## src/rtl/sparc_control_unit_if.sv

```systemverilog
// Purpose: datapath-facing bundle for the SPARC control unit: IR/status in, control strobes and mux selects out.
// Latency: pure wiring, no storage.
// Backpressure: none; MOC is the only stall input and it is consumed by the control FSM.
// Ports: IR, MOC, BCOND, TCOND come from the datapath. Every other member is driven by the control unit.
// acc_type carries the memory access size; it cannot be called "type" because that is a reserved word.
interface sparc_control_unit_if;
    logic [31:0] IR;
    logic        MOC;
    logic        BCOND;
    logic        TCOND;

    logic        IR_Ld, MAR_Ld, MDR_Ld, PC_Ld, NPC_Ld, nPC_Clr, FR_Ld;
    logic        RF_Load_Enable, Register_Windows_Enable;
    logic        WIM_Ld, TBR_Ld, TTR_Ld, PSR_Ld, RF_Clear_Enable, MF;
    logic        RW, MOV;
    logic [1:0]  acc_type;
    logic [1:0]  MA, MB, MNP, MP, MSc;
    logic        MC, MM, MR, MOP, MSa;
    logic [5:0]  OpXX;
    logic [4:0]  State;
    logic        Err;

    modport master (
        input  IR, MOC, BCOND, TCOND,
        output IR_Ld, MAR_Ld, MDR_Ld, PC_Ld, NPC_Ld, nPC_Clr, FR_Ld,
               RF_Load_Enable, Register_Windows_Enable,
               WIM_Ld, TBR_Ld, TTR_Ld, PSR_Ld, RF_Clear_Enable, MF,
               RW, MOV, acc_type, MA, MB, MNP, MP, MSc,
               MC, MM, MR, MOP, MSa, OpXX, State, Err
    );

    modport slave (
        output IR, MOC, BCOND, TCOND,
        input  IR_Ld, MAR_Ld, MDR_Ld, PC_Ld, NPC_Ld, nPC_Clr, FR_Ld,
               RF_Load_Enable, Register_Windows_Enable,
               WIM_Ld, TBR_Ld, TTR_Ld, PSR_Ld, RF_Clear_Enable, MF,
               RW, MOV, acc_type, MA, MB, MNP, MP, MSc,
               MC, MM, MR, MOP, MSa, OpXX, State, Err
    );
endinterface

```

## src/rtl/sparc_control_unit.sv

```systemverilog
// Purpose: hardwired FSM sequencing fetch/decode/execute of ALU, LD, ST, Bicc and CALL on the SPARC datapath.
// Latency: ALU 5, LD 7, ST 7, taken Bicc 4, CALL 5 cycles with immediate MOC; one extra cycle per MOC=0 wait.
// Backpressure: stalls in F2/LM/SM while MOC=0; MOC_LIMIT consecutive waits end in ILL with Err set.
// Ports: Clk, Clr (sync active-high reset) plus dp (master side of sparc_control_unit_if).
module sparc_control_unit #(
    parameter logic [5:0] OP_ADD    = 6'b000000,
    parameter logic [5:0] OP_PASSA  = 6'b111110,
    parameter logic [5:0] OP_PASSB  = 6'b111111,
    parameter int         MOC_LIMIT = 16
) (
    input  logic                   Clk,
    input  logic                   Clr,
    sparc_control_unit_if.master   dp
);

    typedef enum logic [4:0] {
        RST = 5'd0, F1, F2, DEC, ALU, LA, LM, LW, SA, SD, SM, BR, C1, C2, ADV, ILL
    } state_t;

    state_t     state, next_state;
    logic [7:0] moc_cnt;
    logic       in_wait;
    logic       moc_expired;
    logic [1:0] op;
    logic [5:0] op3;
    logic [2:0] op2;
    logic       unused_inputs;

    assign op  = dp.IR[31:30];
    assign op3 = dp.IR[24:19];
    assign op2 = dp.IR[24:22];

    // TCOND has no consumer in this instruction subset.
    assign unused_inputs = ^{dp.TCOND, dp.IR};

    assign in_wait     = (state == F2) || (state == LM) || (state == SM);
    // This is the last permitted wait cycle: counting it brings the count to MOC_LIMIT.
    assign moc_expired = (moc_cnt == 8'(MOC_LIMIT - 1));

    always_ff @(posedge Clk) begin
        if (Clr) begin
            state   <= RST;
            moc_cnt <= '0;
        end else begin
            state <= next_state;
            if (next_state != state)
                moc_cnt <= '0;
            else if (in_wait && !dp.MOC)
                moc_cnt <= moc_cnt + 8'd1;
        end
    end

    // Outputs that are fixed in this subset.
    assign dp.nPC_Clr         = 1'b0;
    assign dp.WIM_Ld          = 1'b0;
    assign dp.TBR_Ld          = 1'b0;
    assign dp.TTR_Ld          = 1'b0;
    assign dp.PSR_Ld          = 1'b0;
    assign dp.RF_Clear_Enable = 1'b0;
    assign dp.MF              = 1'b0;
    assign dp.MA              = 2'b00;
    assign dp.acc_type        = 2'b10;
    assign dp.State           = state;

    always_comb begin
        next_state                 = state;
        dp.IR_Ld                   = 1'b0;
        dp.MAR_Ld                  = 1'b0;
        dp.MDR_Ld                  = 1'b0;
        dp.PC_Ld                   = 1'b0;
        dp.NPC_Ld                  = 1'b0;
        dp.FR_Ld                   = 1'b0;
        dp.RF_Load_Enable          = 1'b0;
        dp.Register_Windows_Enable = 1'b1;
        dp.RW                      = 1'b0;
        dp.MOV                     = 1'b0;
        dp.MB                      = 2'b00;
        dp.MNP                     = 2'b00;
        dp.MP                      = 2'b00;
        dp.MSc                     = 2'b00;
        dp.MC                      = 1'b0;
        dp.MM                      = 1'b0;
        dp.MR                      = 1'b0;
        dp.MOP                     = 1'b0;
        dp.MSa                     = 1'b0;
        dp.OpXX                    = 6'b000000;
        dp.Err                     = 1'b0;

        case (state)
            RST: begin
                dp.Register_Windows_Enable = 1'b0;
                dp.PC_Ld  = 1'b1;              // PC <- 0
                dp.MNP    = 2'b11;
                dp.MR     = 1'b1;
                dp.NPC_Ld = 1'b1;              // NPC <- 4
                next_state = F1;
            end
            F1: begin
                dp.MB     = 2'b10;
                dp.MOP    = 1'b1;
                dp.OpXX   = OP_PASSB;
                dp.MAR_Ld = 1'b1;              // MAR <- PC
                next_state = F2;
            end
            F2: begin
                dp.MOV = 1'b1;
                dp.RW  = 1'b1;
                if (dp.MOC) begin
                    dp.IR_Ld   = 1'b1;
                    next_state = DEC;
                end else if (moc_expired) begin
                    next_state = ILL;
                end
            end
            DEC: begin
                case (op)
                    2'b10:   next_state = (op3[5:3] != 3'b111) ? ALU : ILL;
                    2'b11:   next_state = (op3 == 6'b000000) ? LA :
                                          (op3 == 6'b000100) ? SA : ILL;
                    2'b00:   next_state = (op2 == 3'b010) ? BR : ILL;
                    default: next_state = C1;
                endcase
            end
            ALU: begin
                dp.MB             = {1'b0, dp.IR[13]};
                dp.RF_Load_Enable = 1'b1;
                dp.FR_Ld          = dp.IR[23];  // cc variants update flags
                next_state        = ADV;
            end
            LA, SA: begin
                dp.MB      = {1'b0, dp.IR[13]};
                dp.MOP     = 1'b1;
                dp.OpXX    = OP_ADD;
                dp.MAR_Ld  = 1'b1;
                next_state = (state == LA) ? LM : SD;
            end
            LM: begin
                dp.MOV = 1'b1;
                dp.RW  = 1'b1;
                if (dp.MOC) begin
                    dp.MDR_Ld  = 1'b1;
                    next_state = LW;
                end else if (moc_expired) begin
                    next_state = ILL;
                end
            end
            LW: begin
                dp.MB             = 2'b11;
                dp.MOP            = 1'b1;
                dp.OpXX           = OP_PASSB;
                dp.RF_Load_Enable = 1'b1;
                next_state        = ADV;
            end
            SD: begin
                dp.MSa     = 1'b1;
                dp.MOP     = 1'b1;
                dp.OpXX    = OP_PASSA;
                dp.MM      = 1'b1;
                dp.MDR_Ld  = 1'b1;             // MDR <- r[rd]
                next_state = SM;
            end
            SM: begin
                dp.MOV = 1'b1;
                if (dp.MOC)
                    next_state = ADV;
                else if (moc_expired)
                    next_state = ILL;
            end
            BR: begin
                if (dp.BCOND) begin
                    dp.MP      = 2'b11;
                    dp.PC_Ld   = 1'b1;         // PC <- NPC
                    dp.MNP     = 2'b10;
                    dp.NPC_Ld  = 1'b1;         // NPC <- PC + disp
                    next_state = F1;
                end else begin
                    next_state = ADV;
                end
            end
            C1: begin
                dp.MB             = 2'b10;
                dp.MOP            = 1'b1;
                dp.OpXX           = OP_PASSB;
                dp.MSc            = 2'b01;
                dp.RF_Load_Enable = 1'b1;      // r15 <- PC
                next_state        = C2;
            end
            C2: begin
                dp.MP      = 2'b11;
                dp.PC_Ld   = 1'b1;
                dp.MNP     = 2'b10;
                dp.NPC_Ld  = 1'b1;
                next_state = F1;
            end
            ADV: begin
                dp.MP      = 2'b11;
                dp.PC_Ld   = 1'b1;             // PC <- NPC
                dp.MNP     = 2'b11;
                dp.NPC_Ld  = 1'b1;             // NPC <- NPC + 4
                next_state = F1;
            end
            ILL: begin
                dp.Err     = 1'b1;
                next_state = ILL;
            end
            default: next_state = ILL;
        endcase
    end

endmodule

```

## src/flat_wrapper.sv

```systemverilog
// flat-port wrapper written by rule: the top's interface ports become plain ports
module sparc_control_unit_flat 
#(
    parameter logic [5:0] OP_ADD    = 6'b000000,
    parameter logic [5:0] OP_PASSA  = 6'b111110,
    parameter logic [5:0] OP_PASSB  = 6'b111111,
    parameter int         MOC_LIMIT = 16
)
  (Clk, Clr, dp_IR, dp_MOC, dp_BCOND, dp_TCOND, dp_IR_Ld, dp_MAR_Ld, dp_MDR_Ld, dp_PC_Ld, dp_NPC_Ld, dp_nPC_Clr, dp_FR_Ld, dp_RF_Load_Enable, dp_Register_Windows_Enable, dp_WIM_Ld, dp_TBR_Ld, dp_TTR_Ld, dp_PSR_Ld, dp_RF_Clear_Enable, dp_MF, dp_RW, dp_MOV, dp_acc_type, dp_MA, dp_MB, dp_MNP, dp_MP, dp_MSc, dp_MC, dp_MM, dp_MR, dp_MOP, dp_MSa, dp_OpXX, dp_State, dp_Err);
  sparc_control_unit_if dp_i ();
  input  logic Clk;
  input  logic Clr;
  input wire logic [$bits(dp_i.IR)-1:0] dp_IR;
  input wire logic [$bits(dp_i.MOC)-1:0] dp_MOC;
  input wire logic [$bits(dp_i.BCOND)-1:0] dp_BCOND;
  input wire logic [$bits(dp_i.TCOND)-1:0] dp_TCOND;
  output wire logic [$bits(dp_i.IR_Ld)-1:0] dp_IR_Ld;
  output wire logic [$bits(dp_i.MAR_Ld)-1:0] dp_MAR_Ld;
  output wire logic [$bits(dp_i.MDR_Ld)-1:0] dp_MDR_Ld;
  output wire logic [$bits(dp_i.PC_Ld)-1:0] dp_PC_Ld;
  output wire logic [$bits(dp_i.NPC_Ld)-1:0] dp_NPC_Ld;
  output wire logic [$bits(dp_i.nPC_Clr)-1:0] dp_nPC_Clr;
  output wire logic [$bits(dp_i.FR_Ld)-1:0] dp_FR_Ld;
  output wire logic [$bits(dp_i.RF_Load_Enable)-1:0] dp_RF_Load_Enable;
  output wire logic [$bits(dp_i.Register_Windows_Enable)-1:0] dp_Register_Windows_Enable;
  output wire logic [$bits(dp_i.WIM_Ld)-1:0] dp_WIM_Ld;
  output wire logic [$bits(dp_i.TBR_Ld)-1:0] dp_TBR_Ld;
  output wire logic [$bits(dp_i.TTR_Ld)-1:0] dp_TTR_Ld;
  output wire logic [$bits(dp_i.PSR_Ld)-1:0] dp_PSR_Ld;
  output wire logic [$bits(dp_i.RF_Clear_Enable)-1:0] dp_RF_Clear_Enable;
  output wire logic [$bits(dp_i.MF)-1:0] dp_MF;
  output wire logic [$bits(dp_i.RW)-1:0] dp_RW;
  output wire logic [$bits(dp_i.MOV)-1:0] dp_MOV;
  output wire logic [$bits(dp_i.acc_type)-1:0] dp_acc_type;
  output wire logic [$bits(dp_i.MA)-1:0] dp_MA;
  output wire logic [$bits(dp_i.MB)-1:0] dp_MB;
  output wire logic [$bits(dp_i.MNP)-1:0] dp_MNP;
  output wire logic [$bits(dp_i.MP)-1:0] dp_MP;
  output wire logic [$bits(dp_i.MSc)-1:0] dp_MSc;
  output wire logic [$bits(dp_i.MC)-1:0] dp_MC;
  output wire logic [$bits(dp_i.MM)-1:0] dp_MM;
  output wire logic [$bits(dp_i.MR)-1:0] dp_MR;
  output wire logic [$bits(dp_i.MOP)-1:0] dp_MOP;
  output wire logic [$bits(dp_i.MSa)-1:0] dp_MSa;
  output wire logic [$bits(dp_i.OpXX)-1:0] dp_OpXX;
  output wire logic [$bits(dp_i.State)-1:0] dp_State;
  output wire logic [$bits(dp_i.Err)-1:0] dp_Err;
  assign dp_i.IR = dp_IR;
  assign dp_i.MOC = dp_MOC;
  assign dp_i.BCOND = dp_BCOND;
  assign dp_i.TCOND = dp_TCOND;
  assign dp_IR_Ld = dp_i.IR_Ld;
  assign dp_MAR_Ld = dp_i.MAR_Ld;
  assign dp_MDR_Ld = dp_i.MDR_Ld;
  assign dp_PC_Ld = dp_i.PC_Ld;
  assign dp_NPC_Ld = dp_i.NPC_Ld;
  assign dp_nPC_Clr = dp_i.nPC_Clr;
  assign dp_FR_Ld = dp_i.FR_Ld;
  assign dp_RF_Load_Enable = dp_i.RF_Load_Enable;
  assign dp_Register_Windows_Enable = dp_i.Register_Windows_Enable;
  assign dp_WIM_Ld = dp_i.WIM_Ld;
  assign dp_TBR_Ld = dp_i.TBR_Ld;
  assign dp_TTR_Ld = dp_i.TTR_Ld;
  assign dp_PSR_Ld = dp_i.PSR_Ld;
  assign dp_RF_Clear_Enable = dp_i.RF_Clear_Enable;
  assign dp_MF = dp_i.MF;
  assign dp_RW = dp_i.RW;
  assign dp_MOV = dp_i.MOV;
  assign dp_acc_type = dp_i.acc_type;
  assign dp_MA = dp_i.MA;
  assign dp_MB = dp_i.MB;
  assign dp_MNP = dp_i.MNP;
  assign dp_MP = dp_i.MP;
  assign dp_MSc = dp_i.MSc;
  assign dp_MC = dp_i.MC;
  assign dp_MM = dp_i.MM;
  assign dp_MR = dp_i.MR;
  assign dp_MOP = dp_i.MOP;
  assign dp_MSa = dp_i.MSa;
  assign dp_OpXX = dp_i.OpXX;
  assign dp_State = dp_i.State;
  assign dp_Err = dp_i.Err;
  sparc_control_unit #(.OP_ADD(OP_ADD), .OP_PASSA(OP_PASSA), .OP_PASSB(OP_PASSB), .MOC_LIMIT(MOC_LIMIT)) u_core (.Clk(Clk), .Clr(Clr), .dp(dp_i));
endmodule
```

## config.mk

```make
export PLATFORM = sky130hd
export DESIGN_NAME = sparc_control_unit_flat
export DESIGN_NICKNAME = d
export VERILOG_FILES = /design/src/rtl/sparc_control_unit_if.sv /design/src/rtl/sparc_control_unit.sv /design/src/flat_wrapper.sv
export SDC_FILE = /design/constraint.sdc
export NUM_CORES = 1
export LEC_CHECK = 0
export CORE_MARGIN = 8
export CORE_UTILIZATION = 33
export DETAILED_ROUTE_END_ITERATION = 10
export GPL_TIMING_DRIVEN = 0
export PLACE_DENSITY = 0.76
export SETUP_SLACK_MARGIN = 0.3
export SLEW_MARGIN = 30
export SYNTH_ARGS = -nofsm -noshare
export SYNTH_HDL_FRONTEND = slang
export SYNTH_SLANG_ARGS = --single-unit
```

## constraint.sdc

```tcl
create_clock -name Clk -period 2.2 [get_ports Clk]
set_input_delay 0.33 -clock Clk [delete_from_list [all_inputs] [get_ports Clk]]
set_output_delay 0.33 -clock Clk [all_outputs]
set_load 0.005 [all_outputs]
```

Yosys cells after proc, flatten, opt, wreduce, memory -nomap -nowiden:

Cells that the tools add are included.

* output and inout bits: 46
* bits of input ports: 37
* register bits: 13

* add/sub/neg operators: 1
* reductions and logical operators: 21
* multiplexer cells: 34
* equal/unequal tests: 22

Operators by type and width (count)
* $pmux W5 S11: 1
* $eq A5 B4 Y1 const B: 8
* $mux W5: 5
* $eq A5 B3 Y1 const B: 4
* $reduce_or A3 Y1: 6
* $pmux W5 S3: 1
* $mux W1: 14
* $reduce_or A2 Y1: 7
* $mux W4: 3
* $pmux W2 S3: 2
* $pmux W6 S2: 1
* $eq A5 B2 Y1 const B: 2
* $add A8 B1 Y8 const B: 1
* $eq A8 B4 Y1 const B: 1
* $eq A6 B3 Y1 const B: 1
* $logic_not A6 Y1: 1
* $mux W3: 2
* $reduce_or A6 Y1: 1
* $eq A5 B1 Y1 const B: 1
* $logic_not A5 Y1: 1
* $ne A5 B5 Y1: 1
* $eq A2 B2 Y1 const B: 2
* $mux W2: 2
* $pmux W1 S2: 2
* other kinds (7): 8

Longest topological paths before layout:

* word-level depth: 7
* depth in mapped cells: 9
* depth with buffers taken out: 7

Worst setup path before layout:

OpenSTA, ideal clock, no wires.

* path kind: reg-to-reg
* start: reg u_core.state[3], in the netlist u_core.dp.State[3]
* end: reg u_core.moc_cnt[2]
* slack: 5 ps
* required time: 2122 ps
* buffers on the path: 3
* stages on the path, launching flop included: 10
* arrival time: 2118 ps
* setup time: 78 ps
* cells stage by stage: dfxtp_1 -> buf_4 -> or2_1 -> clkbuf_1 -> a311oi_1 -> a211oi_2 -> xnor2_1 -> or4_4 -> buf_6 -> nor3b_2

* word-level cells in the longest chain between the ends: 5
* elaborated cells between the ends (all ways): 29
* classes of those cells: 15 x eq/ne; 6 x mux; 8 x reduce/logical

Ends and longest elaborated chain
* start: declaration: RTL line sparc_control_unit.sv:20 `state_t state, next_state;`
* start signal: assignment: RTL line sparc_control_unit.sv:45 `state <= next_state;`
* $eq A5 B4 Y1 (tied with other cells): RTL line sparc_control_unit.sv:89 `case (state)`
* $reduce_or A3 Y1 (no source line) (tied with other cells)
* $pmux W5 S11: RTL line sparc_control_unit.sv:89
* $ne A5 B5 Y1: RTL line sparc_control_unit.sv:46 `if (next_state != state)`
* $reduce_or A2 Y1 (no source line)
* end signal: assignment: RTL line sparc_control_unit.sv:49 `moc_cnt <= moc_cnt + 8'd1;`
* end: declaration: RTL line sparc_control_unit.sv:21 `logic [7:0] moc_cnt;`

Several ways; a longest one is shown, not always the timed one.
A chain may end at the register's enable or synchronous reset.

Worst setup path in the final report:

* start: reg u_core.state[4], in the netlist u_core.dp.State[4]
* end: reg u_core.moc_cnt[5]

Same word-level chain as after synthesis.

==> results by stage <==
Synthesis:
- The netlist uses 50 different library cells.
- The proportion of synthesized chip area in sequential cells is 0.197.
- The number of synthesized register bits is 13.
- Of the total synthesized cell area, the portion taken by full adders, half adders and majority gates is 0.00947.
- The number of flops mapped to enable cells by yosys is 0.
- The area share of xor/xnor cells in the synthesized design is 0.0597.
- The combinational family with the most area after synthesis is simple AND/OR/NAND/NOR gates.
- The post-synthesis cell count is 175.
- In this run the cell area of the synthesized design comes to 1320 µm².
- The most used flip-flop cell after synthesis is dfxtp_1.
- Of the total synthesized cell area, the portion taken by AND, OR, NAND and NOR gates is 0.319.
- The per-instance average area after synthesis is between 7 and 8 µm².
- The area fraction in compound gates after synthesis is 0.212.
- The yosys synthesis warning count is 0.
- In the synthesized netlist the async set-or-reset flop fraction comes to 0.
- Measured against the total synthesized area, the mux share comes to 0.0152.

Floorplan:
- The initial cell density of the core is 0.338.
- The number of placement rows is 23.
- 83 I/O pins were placed.
- The area of the core is 3910 µm².
- The die is 79.3 µm tall.
- The area of the die is 6280 µm².
- The die is between 70 and 80 µm wide.

Power:
- The switching power share of the total is 0.345.
- The share of total power dissipated in the clock network is 0.203.
- The design draws 1.07 mW.
- The worst-case IR drop observed on VDD is slightly above 0.4 mV.
- Cell internal power was estimated by the tool at between 600 and 700 µW.
- In this run the power density over the cells is 408 nW/µm².
- Of the total power, registers draw 0.238.
- The switching power is 369 µW.
- The reported leakage power is ~1.2 nW.
- Of the total power, combinational logic draws 0.559.

Setup path:
- For the worst setup path, the data required time is between 2000 and 2500 ps.
- The largest fanout of any net on the critical path is 8.
- STA classifies the critical path startpoint as a register.
- The critical path is of the register to register type.
- The worst flop-to-flop path endpoint is u_core.moc_cnt[5].
- In this run the worst setup path begins at u_core.dp.State[4].
- The kind of capture point of the worst setup path is a register.
- Across all register-to-register paths, the minimum setup slack is -170 ps.
- The launch point of the worst reg-to-reg path is u_core.dp.State[4].
- The worst reg-to-reg path cell count is 10.
- Data on the critical path arrives at its endpoint at 2550 ps.

CTS:
- The CTS buffer count is 3.
- In this run the deepest clock path goes through 2 buffers.
- The quantity of hold-fixing buffers added after cts is 0.
- The clock latency reported for the late side of the worst-skew pair is 240 ps.
- After clock tree synthesis, the clock-pin slew on the worst setup and hold paths is 60 ps.
- The cell sitting at the root of the clock tree is a clkbuf_8.
- The deepest level of the CTS H-tree is 1.
- For this design, the sink count on the clock tree is 13.
- TritonCTS built the clock tree.

Worst hold path:
- The terminating pin of the worst hold path is u_core.moc_cnt[1].
- The tightest min-delay check is of the register to register type.
- Along the worst hold path, the cell count comes to 2.
- The startpoint identified for the worst hold timing path is u_core.moc_cnt[1].

Finish:
- Of the cells placed in the final design, the portion with a size suffix greater than 1 is 0.570.
- Compared with the post-synthesis result, the final layout area differs by 98.1%.
- Once layout is complete, the utilization of the core stands at 0.669.
- The antenna diode count is 0.
- The finished layout holds 327 standard cells, fillers aside.
- The post-layout net count is ~320.

Detailed routing:
- The mean routed wirelength per cell is 15.9 µm.
- After detailed routing, the total wire length is 5190 µm.
- The count of nets left with antenna violations once routing finished came out at 0.
- The detailed-route vias per instance is approximately 5.2.
- The detailed-route via count is 1698.
- After detailed routing, the number of remaining DRC violations is 0.
- The first TritonRoute pass finished after 4 iterations.
- The iteration-0 DRC count of the detailed router is 125.

Run status:
- The checks that failed: negative setup slack.
- The flow ran to the end, but the final reports show violations.

STA:
- The setup slack of the critical path after layout is -175 ps.
- The share of the cycle needed by the critical path after routing is 1.08.
- Across the routed clock network, the largest skew measured is approximately 2.3 ps.
- Setup repair after global routing could not meet its margin everywhere.
- The number of endpoints with negative hold slack in the final report is 0.
- The final critical delay including setup and external delays is 2370 ps.
- Setup violations remaining at the end of the flow were counted as 12.
- The max-slew violation total from the final report is 0.
- The maximum operating frequency is roughly 420 MHz.

Global route:
- The initial antenna violation count is 0.
- The via count of the first global-routing pass is 1588.
- The first global-routing pass estimated 7760 µm of wire.
- Across every metal layer, demand over resource in global routing totals 0.151.
- Entering global routing, the biggest net connects 11 pins.
- The total overflow reported by the global router is 0.

Placed design:
- The post-placement worst setup slack is -594 ps.
- Once placement completed, the tool counted placed cells totaling 282.
- The final RePlAce weighted congestion is 0.838.
- The total of buffers placed on input and output ports is 45.
- The detailed placer's ending HPWL is between 3000 and 4000 µm.

Run:
- Across the run, the number of max-cap violations was 0.
==> state kept, by name, indices dropped and copies added, names as in the netlist <==
signal           flops
u_core.moc_cnt       8
u_core.dp.State      5
==> Yosys cell counts, drive strengths merged (6+ instances only) <==
cell	instances	area share
buf	26	0.14
dfxtp	13	0.20
nand2	11	0.031
nor2	12	0.034
a21oi	7	0.027
nand3	6	0.023
inv	7	0.020
o21ai	7	0.027
clkbuf	7	0.020
nor3	11	0.068
==> logic make-up (layout without fill, tap and decap cells) <==
logic type / after synthesis / after routing
simple gates: 69 / 69
buf+inv: 40 / 130
compound gates: 39 / 39
flops: 13 / 13
xor+xnor: 9 / 9
other cells: 2 / 14
mux: 2 / 2
fa+ha+maj: 1 / 1
==> cell usage in the layout (no fill, tap or decap), types with 5 or more instances in the layout <==
cell             Yosys  routed
conb_1               2      14
buf_4               21      41
clkbuf_8             0       6
a21oi_1              7       5
buf_6                1      31
inv_1                7       5
dfxtp_1             13       6
nor3_2               7       8
nor2_1              12       6
buf_8                0       6
xnor2_1              5       5
nand3_1              6       5
clkdlybuf4s50_1      0      12
clkbuf_2             0       6
dlygate4sd2_1        0       8
buf_2                3      10
nand2_1             11       9
==> what timing repair did <==
item	in CTS	in global routing
endpoints found under the setup margin	36	33
setup buffers	29	10
resized for setup	174	49
gates cloned	2	0
pin swaps	30	13
==> power by group through the flow <==
stage                     logic, mW  clock network (mW)  registers [mW]
after floorplan               0.222                   0           0.258
after CTS                     0.524               0.222           0.253
final                         0.597               0.217           0.254
after detailed placement      0.372                   0           0.259
after global routing          0.635               0.235           0.255
after global placement        0.369                   0           0.258
==> critical path: stages, from the launching register on <==
cell and delay (ps):
dfxtp_2 320, buf_8 130, nand3b_1 250, buf_6 190, buf_4 130, nor3_2 200, a211oi_2 130, mux2i_1 130
or4_4 500, buf_8 160, nor3_2 150
==> final cells by class <==
cell class / instances / area [µm²]
multi-input cells: 134 / 1110
well taps: 50 / 62.6
inverters: 7 / 28.8
flip-flops and latches: 13 / 277
clock buffers: 4 / 45.0
plain buffers: 33 / 330
fillers: 301 / 1300
repair buffers: 86 / 764
==> how the worst max path moves through the flow <==
stage | to | slack, ps | cells past startpoint
2_1_floorplan | u_core.moc_cnt[2] | 70 | 9
3_3_place_gp | dp_PC_Ld | -580 | 7
3_5_place_dp | dp_PC_Ld | -590 | 7
4_1_cts | dp_PC_Ld | -80 | 8
5_1_grt | u_core.moc_cnt[2] | -210 | 9
6_report | u_core.moc_cnt[5] | -170 | 10
==> metal layers <==
metal  wire length, µm  global-route usage  vias up
met5                 0                   0        -
met4                45              0.0130        0
met3               444              0.0463        8
met2              2570               0.265       90
met1              2130               0.181      798
li1                  -                   -      802
==> metrics by stage <==
stage               hold slack, ps  setup TNS (ps)  area [µm²]
floorplan                      399               0        1400
detailed placement             552           -7760        1910
finish                         593           -1160        2620
CTS                            596            -392        2460
global placement               532           -7000        1910
global route                   612           -1870        2620
(Power assumes the default switching activity.)
